### config.mk
export PLATFORM = sky130hd
export DESIGN_NAME = lsu_apb_bridge
export DESIGN_NICKNAME = d
export VERILOG_FILES = /design/src/rtl/lsu_pkg.sv /design/src/rtl/lsu_lane_align.sv /design/src/rtl/lsu_apb_bridge.sv
export SDC_FILE = /design/constraint.sdc
export NUM_CORES = 1
export LEC_CHECK = 0
export CORE_ASPECT_RATIO = 0.6
export CORE_MARGIN = 2
export CORE_UTILIZATION = 40
export CTS_BUF_LIST = sky130_fd_sc_hd__clkbuf_4
export DETAILED_ROUTE_END_ITERATION = 6
export GPL_ROUTABILITY_DRIVEN = 0
export PLACE_DENSITY = 0.81
export SYNTH_ARGS = -nofsm -noshare
export SYNTH_HDL_FRONTEND = slang
export SYNTH_SLANG_ARGS = --single-unit
export TNS_END_PERCENT = 100
### constraint.sdc
create_clock -name clk -period 3.9 [get_ports clk]
set_input_delay 1.17 -clock clk [delete_from_list [all_inputs] [get_ports clk]]
set_output_delay 1.17 -clock clk [all_outputs]
set_load 0.05 [all_outputs]
### src/rtl/lsu_pkg.sv
// Shared types and helpers for the load/store unit APB bridge.
//   lsu_state_t : bus sequencer states (IDLE -> SETUP -> ACCESS)
//   LSU_*       : funct3 size encodings as issued by the core
//   is_legal()  : funct3/direction legality, independent of alignment
package lsu_pkg;

  typedef enum logic [1:0] {
    IDLE   = 2'd0,
    SETUP  = 2'd1,
    ACCESS = 2'd2
  } lsu_state_t;

  localparam logic [2:0] LSU_B  = 3'b000;
  localparam logic [2:0] LSU_H  = 3'b001;
  localparam logic [2:0] LSU_W  = 3'b010;
  localparam logic [2:0] LSU_BU = 3'b100;
  localparam logic [2:0] LSU_HU = 3'b101;

  // Unsigned-load encodings have no store counterpart.
  function automatic logic is_legal(input logic [2:0] funct3, input logic we);
    case (funct3)
      LSU_B, LSU_H, LSU_W: return 1'b1;
      LSU_BU, LSU_HU:      return ~we;
      default:             return 1'b0;
    endcase
  endfunction

endpackage

### src/rtl/lsu_lane_align.sv
// Combinational byte-lane steering between the core and a 32-bit APB bus.
//   funct3     in  3   access size/sign encoding
//   offset     in  2   byte offset within the word (addr[1:0])
//   wdata      in  32  store data, value in the low lanes
//   prdata     in  32  raw bus read word
//   pstrb      out 4   byte strobes for the access
//   pwdata     out 32  store data replicated across all lanes
//   rdata      out 32  read data shifted down to bit 0, upper bits zero
//   misaligned out 1   access crosses its natural alignment
module lsu_lane_align
  import lsu_pkg::*;
(
  input  logic [2:0]  funct3,
  input  logic [1:0]  offset,
  input  logic [31:0] wdata,
  input  logic [31:0] prdata,
  output logic [3:0]  pstrb,
  output logic [31:0] pwdata,
  output logic [31:0] rdata,
  output logic        misaligned
);

  logic [31:0] shifted;

  always_comb begin
    pstrb      = 4'b0000;
    pwdata     = 32'h0;
    rdata      = 32'h0;
    misaligned = 1'b0;
    shifted    = prdata >> {offset, 3'b000};
    case (funct3)
      LSU_B, LSU_BU: begin
        pstrb  = 4'b0001 << offset;
        pwdata = {4{wdata[7:0]}};
        rdata  = {24'h0, shifted[7:0]};
      end
      LSU_H, LSU_HU: begin
        misaligned = offset[0];
        pstrb      = 4'b0011 << offset;
        pwdata     = {2{wdata[15:0]}};
        rdata      = {16'h0, shifted[15:0]};
      end
      LSU_W: begin
        misaligned = |offset;
        pstrb      = 4'b1111;
        pwdata     = wdata;
        rdata      = shifted;
      end
      default: ;
    endcase
  end

endmodule

### src/rtl/lsu_apb_bridge.sv
// Load/store unit: turns one core load/store into one APB4 SETUP/ACCESS
// transfer and stalls the core until it completes, errors or times out.
//   clk, reset        clock; asynchronous active-low reset
//   req_*             core request (valid, we, funct3, addr, wdata)
//   stall             hold PC / suppress writeback while high
//   rdata             load data aligned to bit 0 (bypassed on completion)
//   rdata_valid       1-cycle pulse on error-free load completion
//   lsu_err           1-cycle pulse on misaligned/illegal, PSLVERR or timeout
//   PADDR..PSTRB      APB requester outputs
//   PRDATA/PREADY/PSLVERR  APB completer inputs
module lsu_apb_bridge
  import lsu_pkg::*;
#(
  parameter int TIMEOUT_CYCLES = 255
) (
  input  logic        clk,
  input  logic        reset,
  input  logic        req_valid,
  input  logic        req_we,
  input  logic [2:0]  req_funct3,
  input  logic [31:0] req_addr,
  input  logic [31:0] req_wdata,
  output logic        stall,
  output logic [31:0] rdata,
  output logic        rdata_valid,
  output logic        lsu_err,
  output logic [31:0] PADDR,
  output logic        PSEL,
  output logic        PENABLE,
  output logic        PWRITE,
  output logic [31:0] PWDATA,
  output logic [3:0]  PSTRB,
  input  logic [31:0] PRDATA,
  input  logic        PREADY,
  input  logic        PSLVERR
);

  localparam int              CNT_W    = $clog2(TIMEOUT_CYCLES + 1);
  localparam logic [CNT_W-1:0] CNT_LAST = CNT_W'(TIMEOUT_CYCLES - 1);

  lsu_state_t       state_q, state_d;
  logic [CNT_W-1:0] cnt_q, cnt_d;
  logic [31:0]      paddr_q, paddr_d;
  logic             pwrite_q, pwrite_d;
  logic [31:0]      pwdata_q, pwdata_d;
  logic [3:0]       pstrb_q, pstrb_d;
  logic [2:0]       funct3_q, funct3_d;
  logic [1:0]       offset_q, offset_d;
  logic [31:0]      rdata_q, rdata_d;

  logic [2:0]  align_funct3;
  logic [1:0]  align_offset;
  logic [3:0]  align_pstrb;
  logic [31:0] align_pwdata;
  logic [31:0] align_rdata;
  logic        align_misaligned;

  logic        stall_c, err_c, valid_c;
  logic [31:0] rdata_c;

  // One aligner serves both directions: in IDLE it encodes the incoming
  // request, afterwards it decodes PRDATA using the latched size/offset.
  always_comb begin
    align_funct3 = funct3_q;
    align_offset = offset_q;
    if (state_q == IDLE) begin
      align_funct3 = req_funct3;
      align_offset = req_addr[1:0];
    end
  end

  lsu_lane_align u_align (
    .funct3     (align_funct3),
    .offset     (align_offset),
    .wdata      (req_wdata),
    .prdata     (PRDATA),
    .pstrb      (align_pstrb),
    .pwdata     (align_pwdata),
    .rdata      (align_rdata),
    .misaligned (align_misaligned)
  );

  always_comb begin
    state_d  = state_q;
    cnt_d    = cnt_q;
    paddr_d  = paddr_q;
    pwrite_d = pwrite_q;
    pwdata_d = pwdata_q;
    pstrb_d  = pstrb_q;
    funct3_d = funct3_q;
    offset_d = offset_q;
    rdata_d  = rdata_q;
    stall_c  = 1'b0;
    err_c    = 1'b0;
    valid_c  = 1'b0;
    rdata_c  = rdata_q;
    case (state_q)
      IDLE: begin
        cnt_d = '0;
        if (req_valid) begin
          if (is_legal(req_funct3, req_we) && !align_misaligned) begin
            stall_c  = 1'b1;
            paddr_d  = {req_addr[31:2], 2'b00};
            pwrite_d = req_we;
            pwdata_d = align_pwdata;
            pstrb_d  = req_we ? align_pstrb : 4'b0000;
            funct3_d = req_funct3;
            offset_d = req_addr[1:0];
            state_d  = SETUP;
          end else begin
            // Rejected without touching the bus; the core retires it at once.
            err_c = 1'b1;
          end
        end
      end
      SETUP: begin
        stall_c = 1'b1;
        cnt_d   = '0;
        state_d = ACCESS;
      end
      ACCESS: begin
        if (PREADY) begin
          state_d = IDLE;
          if (PSLVERR) begin
            err_c   = 1'b1;
            rdata_c = 32'h0;
          end else if (!pwrite_q) begin
            valid_c = 1'b1;
            rdata_c = align_rdata;
            rdata_d = align_rdata;
          end
        end else if (cnt_q == CNT_LAST) begin
          // PREADY still low on the last allowed ACCESS cycle: abandon.
          err_c   = 1'b1;
          state_d = IDLE;
        end else begin
          stall_c = 1'b1;
          cnt_d   = cnt_q + CNT_W'(1);
        end
      end
      default: state_d = IDLE;
    endcase
  end

  always_ff @(posedge clk or negedge reset) begin
    if (!reset) begin
      state_q  <= IDLE;
      cnt_q    <= '0;
      paddr_q  <= 32'h0;
      pwrite_q <= 1'b0;
      pwdata_q <= 32'h0;
      pstrb_q  <= 4'b0000;
      funct3_q <= 3'b000;
      offset_q <= 2'b00;
      rdata_q  <= 32'h0;
    end else begin
      state_q  <= state_d;
      cnt_q    <= cnt_d;
      paddr_q  <= paddr_d;
      pwrite_q <= pwrite_d;
      pwdata_q <= pwdata_d;
      pstrb_q  <= pstrb_d;
      funct3_q <= funct3_d;
      offset_q <= offset_d;
      rdata_q  <= rdata_d;
    end
  end

  // Core-facing strobes are forced low while reset is held so a request the
  // core keeps presenting across reset cannot stall it or raise an error.
  assign stall       = stall_c & reset;
  assign lsu_err     = err_c & reset;
  assign rdata_valid = valid_c & reset;
  assign rdata       = rdata_c;

  assign PSEL    = (state_q != IDLE);
  assign PENABLE = (state_q == ACCESS);
  assign PADDR   = paddr_q;
  assign PWRITE  = pwrite_q;
  assign PWDATA  = pwdata_q;
  assign PSTRB   = pstrb_q;

endmodule

Yosys cells after proc, flatten, opt, wreduce, memory -nomap -nowiden
Cells that the tools add are included.

storage, ports and cells
  logic and storage cells = 88
  bits of input ports = 105
  register bits = 114

cells by class
  reductions and logical operators = 17
  muxes and demuxes = 37
  $add $sub $neg = 1
  bitwise operators = 5
  equal/unequal tests = 16
  shift operators = 3

operators by type and width
  kind                   number
  $pmux W32 S3           2
  $mux W32               4
  $shr A32 B5 Y32        1
  $mux W8                2
  $pmux W8 S2            1
  $mux W1                15
  $eq A3 B3 Y1 const B   4
  $pmux W4 S3            1
  $reduce_and A3 Y1      4
  $mux W2                5
  $reduce_or A2 Y1       5
  $add A8 B1 Y8 const B  1
  $eq A8 B8 Y1 const B   1
  $eq A3 B1 Y1 const B   2
  $eq A3 B2 Y1 const B   2
  $logic_not A3 Y1       2
  $ne A2 B2 Y1 const B   3
  $pmux W1 S2            3
  $pmux W2 S3            1
  $mux W4                1
  $reduce_bool A2 Y1     2
  $shl A1 B2 Y4 const A  1
  $shl A2 B2 Y4 const A  1
  $and A1 B1 Y1          3
  11 further kinds       12

Longest topological paths before layout
  depth in word-level cells = 11
  gate-level depth with buffers = 8
  mapped depth without buffers = 6

Cells and area by module
A second synthesis with hierarchy kept.

unflattened totals
  cells, all modules = 627
  area total of the unflattened synthesis = 6,566.3 sq um

by module, submodules not included
  module          cells an instance  sequential area each (sq um)  area each (sq um)  instances
  lsu_apb_bridge  454                2,852.7                       5,467.7            1
  lsu_lane_align  173                0.0                           1,098.6            1

Worst setup path before layout
OpenSTA, ideal clock, no wires.

  kind = input to output
  start point = input port req_funct3[2]
  end point = output port rdata[10]
  slack = -0.517 ns
  required time = 2.730 ns
  stages on the path = 6
  arrival time = 3.247 ns
  path buffers = 1
  cells stage by stage = nor3b_2 nor3_2 nor2_2 nand2_1 clkbuf_1 o21ai_0

on the way
  word-level cells in the longest chain between the ends = 8
  elaborated cells on any way between the ends = 13
  those cells by class = 4 x eq/ne; 6 x mux; 3 x reduce/logical

RTL lines
  item                                  RTL line               text
  from (decl)                           lsu_apb_bridge.sv:20   input logic [2:0] req_funct3,
  $mux W3 *                             lsu_apb_bridge.sv:66   if (state_q == IDLE) begin
  $eq A3 B1 Y1 (tied with other cells)  lsu_lane_align.sv:31   case (funct3)
  $reduce_or A2 Y1                      lsu_lane_align.sv:31
  $pmux W32 S3 *                        lsu_lane_align.sv:31
  $mux W32 *                            -
  $mux W32 *                            lsu_apb_bridge.sv:124  if (PSLVERR) begin
  $mux W32 *                            lsu_apb_bridge.sv:122  if (PREADY) begin
  $mux W32 *                            lsu_apb_bridge.sv:97   case (state_q)
  to (decl)                             lsu_apb_bridge.sv:24   output logic [31:0] rdata,

Every way passes the cells marked *; elsewhere a longest branch is shown, timed or not.

Final worst setup path
  start point = input port req_addr[1]
  end point = output port rdata[7]

on the way
  word-level cells in the longest chain between the ends = 7

RTL lines
  item             RTL line               text
  from (decl)      lsu_apb_bridge.sv:21   input logic [31:0] req_addr,
  $mux W2          lsu_apb_bridge.sv:66
  $shr A32 B5 Y32  lsu_lane_align.sv:30   shifted = prdata >> {offset, 3'b000};
  $pmux W32 S3     lsu_lane_align.sv:31
  $mux W32         -
  $mux W32         lsu_apb_bridge.sv:124
  $mux W32         lsu_apb_bridge.sv:122
  $mux W32         lsu_apb_bridge.sv:97

No other way between the ends.

==> flow_summary_export.csv <==
group,metric,value,unit
final_layout,layout-drive-gt1-share,33.0,%
detailed_routing,dr.pass1.iters,7,
hold_path,worstHoldStart,"rdata_q[21]",
worst_setup_path,worstPathRequired,2.73,ns
detailed_routing,avgRoutedWirePerCell,20.0,um
yosys,async_flop_share,100,%
clock_network,cts_tree,"yes",
sta,fin_hold_ws,0.494,ns
floorplan,start_util,40.8,%
floorplan,coreArea,0.0144,sq mm
worst_setup_path,r2r-end,"PWDATA[7]",
yosys,yosysMostFrequentCell,"dfrtp_1",
yosys,synth_edf_count,0,
yosys,yosysWarnings,0,
final_layout,syn_to_final_growth,64.3,%
floorplan,dieArea,0.0157,sq mm
detailed_routing,routed_wirelength,19.7,mm
placed_design,dp.cells,941,
clock_network,hold_buffers,0,
outcome,violations,"setup timing",
sta,hold_viol,0,
sta,fin_tns_setup,-0.00770,ns
clock_network,cts_max_level,4,
power_and_ir_drop,p_leak,4.21,nW
yosys,yosysSeqAreaShare,48.4,%
yosys,syn_area,0.00589,sq mm
detailed_routing,route.vias.total,5470,
yosys,synth.area.top_cells,"dfrtp_1, mux2_4, mux2_2",
final_layout,instances_no_fill,982,
sta,tightest_slew,1.22,ns
hold_path,hold_path_end,"rdata_q[21]",
hold_path,hold_depth,1,
floorplan,die_h,98,um
floorplan,die_x,161,um
sta,setup_slack,-0.00770,ns
sta,slew_viol_final,0,
power_and_ir_drop,powerDensity,881,mW/mm^2
power_and_ir_drop,ir_drop,0.692,mV
grt,grt_pass1_vias,5648,
worst_setup_path,endpoint_kind,"output port",
floorplan,num_rows,34,
detailed_routing,vias_per_cell,5.57,
sta,rsz0062_at_grt,"yes",
detailed_routing,antenna_left,0,
hold_path,worstHoldPathType,"flop to flop",
sta,fin_crit_sh,100,%
worst_setup_path,crit_path_start_kind,"input port",
clock_network,clkTransAtPathRegs,0.11,ns
yosys,yosys_most_used_dff,"dfrtp_1",
clock_network,clock_sinks,114,
sta,finalSetupViolCount,1,
clock_network,cts-root-buf,"clkbuf_4",
sta,fin_skew,0.0302,ns
worst_setup_path,cp_max_fo,4,
final_layout,final_util,67.1,%
worst_setup_path,rr_worst_depth,10,
yosys,ys_types,53,
clock_network,numCtsBuffers,17,
worst_setup_path,crit_arrival,2.74,ns
grt,grt_overflow,0,
worst_setup_path,worstReg2RegStart,"state_q[0]",
clock_network,clock_latency,0.52,ns
grt,grt_util_all_layers,25.1,%
yosys,synth_top_area_share,48.4,%
yosys,synth_area_leader_cell,"dfrtp_1",
yosys,synth_area_per_cell,11.4,sq um
placed_design,place_area,0.00881,sq mm
sta,fin_crit,3.91,ns
yosys,netlist_instances,518,
grt,grt_max_degree,55,
grt,grt_pass1_wl,30.6,mm
detailed_routing,drtIter0Drc,446,
worst_setup_path,path_class,"input port to output port",
final_layout,final_nets,879,
floorplan,io_pins,211,
outcome,outcome,"complete, but fails checks",
grt,antenna_found_initial,0,
sta,timing.slew.headroom,19.0,%
yosys,synthTopCellsByCount,"dfrtp_1, nand2_1, o21ai_0, mux2_4, mux2_2",
clock_network,clk_path_buf_depth,2,
placed_design,hpwl,14.0,mm
sta,fmax,256,MHz
run,drv_cap,0,
yosys,ys_ff_latch,114,
worst_setup_path,r2r_slack,0.94,ns
placed_design,portBuffers,208,
detailed_routing,drcViolationCount,0,
final_layout,design_area,0.00968,sq mm
final_layout,n_antenna_cell,0,
## placed cells by master, fill, tap and decap left out, types with 4 or more instances in the layout
master,Yosys,layout
o21ai_4,0,13
a22o_1,24,24
and3_1,4,4
o21ai_0,55,38
buf_4,4,44
and2_1,10,10
buf_6,6,10
clkbuf_4,0,17
bufinv_16,0,5
a21oi_2,0,4
nand4_1,4,4
a21oi_4,0,5
mux2_2,28,24
xnor2_1,7,7
o2bb2ai_2,0,5
dfrtp_1,114,113
a22oi_2,0,6
a22oi_1,16,10
a21oi_1,19,10
o31ai_1,17,17
clkdlybuf4s50_1,0,166
clkinv_4,0,5
nand2_1,62,62
a222oi_1,8,8
nor2_4,1,5
buf_12,0,39
mux2_4,39,43
a21o_1,17,17
## flip-flops by register name (all words and copies together), names as in the netlist
register and cells:
offset_q 2, PWRITE 1, PADDR 30, funct3_q 3, PSTRB 4, PWDATA 32
cnt_q 8, rdata_q 32, state_q 2
## worst max-delay path, cell delays in order
cell and delay (ns):
clkdlybuf4s15_2 0.23, mux2i_2 0.33, mux2_2 0.40, o2bb2ai_1 0.35, o21ai_4 0.10, buf_12 0.16
## cell type report
cell class	instances	area, sq um
tap	198	248
fill	1014	4740
multi-input combinational	369	3260
clock buffer	17	128
clock inverter	14	228
sequential	114	2850
timing repair buffer	266	2950
inverter	4	15.0
## stage by stage
| stage | power (W) | worst slack [ns] |
|---|---|---|
| floorplan | 0.00506 | -0.160 |
| global placement | 0.00689 | -0.337 |
| detailed placement | 0.00701 | -0.418 |
| CTS | 0.00838 | -0.00529 |
| global route | 0.00889 | -0.0411 |
| finish | 0.00853 | -0.00770 |
## power by group
group	switching [W]	internal, W
clock network	0.000500	0.000581
logic	0.00321	0.00226
registers	0.000331	0.00165
## cells by family (layout without fill, tap and decap cells)
kind of cell | Yosys count | in the layout | synth area share (%)
compound gates | 173 | 173 | 20.4
xor+xnor | 7 | 7 | 1.04
fa+ha+maj | 2 | 2 | 0.425
buf+inv | 38 | 301 | 3.57
flops | 114 | 114 | 48.4
mux | 70 | 71 | 16.0
other cells | 1 | 2 | 0.0637
simple gates | 113 | 114 | 10.0
## worst max path at each step
stage	startpoint	endpoint	cells past startpoint
3_3_place_gp	req_addr[1]	rdata[5]	7
2_1_floorplan	req_funct3[2]	rdata[10]	6
3_5_place_dp	req_addr[1]	rdata[3]	6
6_report	req_addr[1]	rdata[7]	6
5_1_grt	req_addr[1]	rdata[15]	6
4_1_cts	req_addr[1]	rdata[1]	8
## routing by layer
metal,wire length [um],track usage (%)
met1,8420,33.6
met2,8870,38.4
met3,2060,10.1
met4,319,5.47
met5,0,0
## timing repair
action	4_1_cts	5_1_grt
gates cloned	2	0
setup endpoints to repair	34	34
hold endpoints to repair	0	0
gates resized for setup	65	31
pin swaps	5	5
buffers inserted	6	2
No activity file was read; power rests on OpenSTA's default activity.
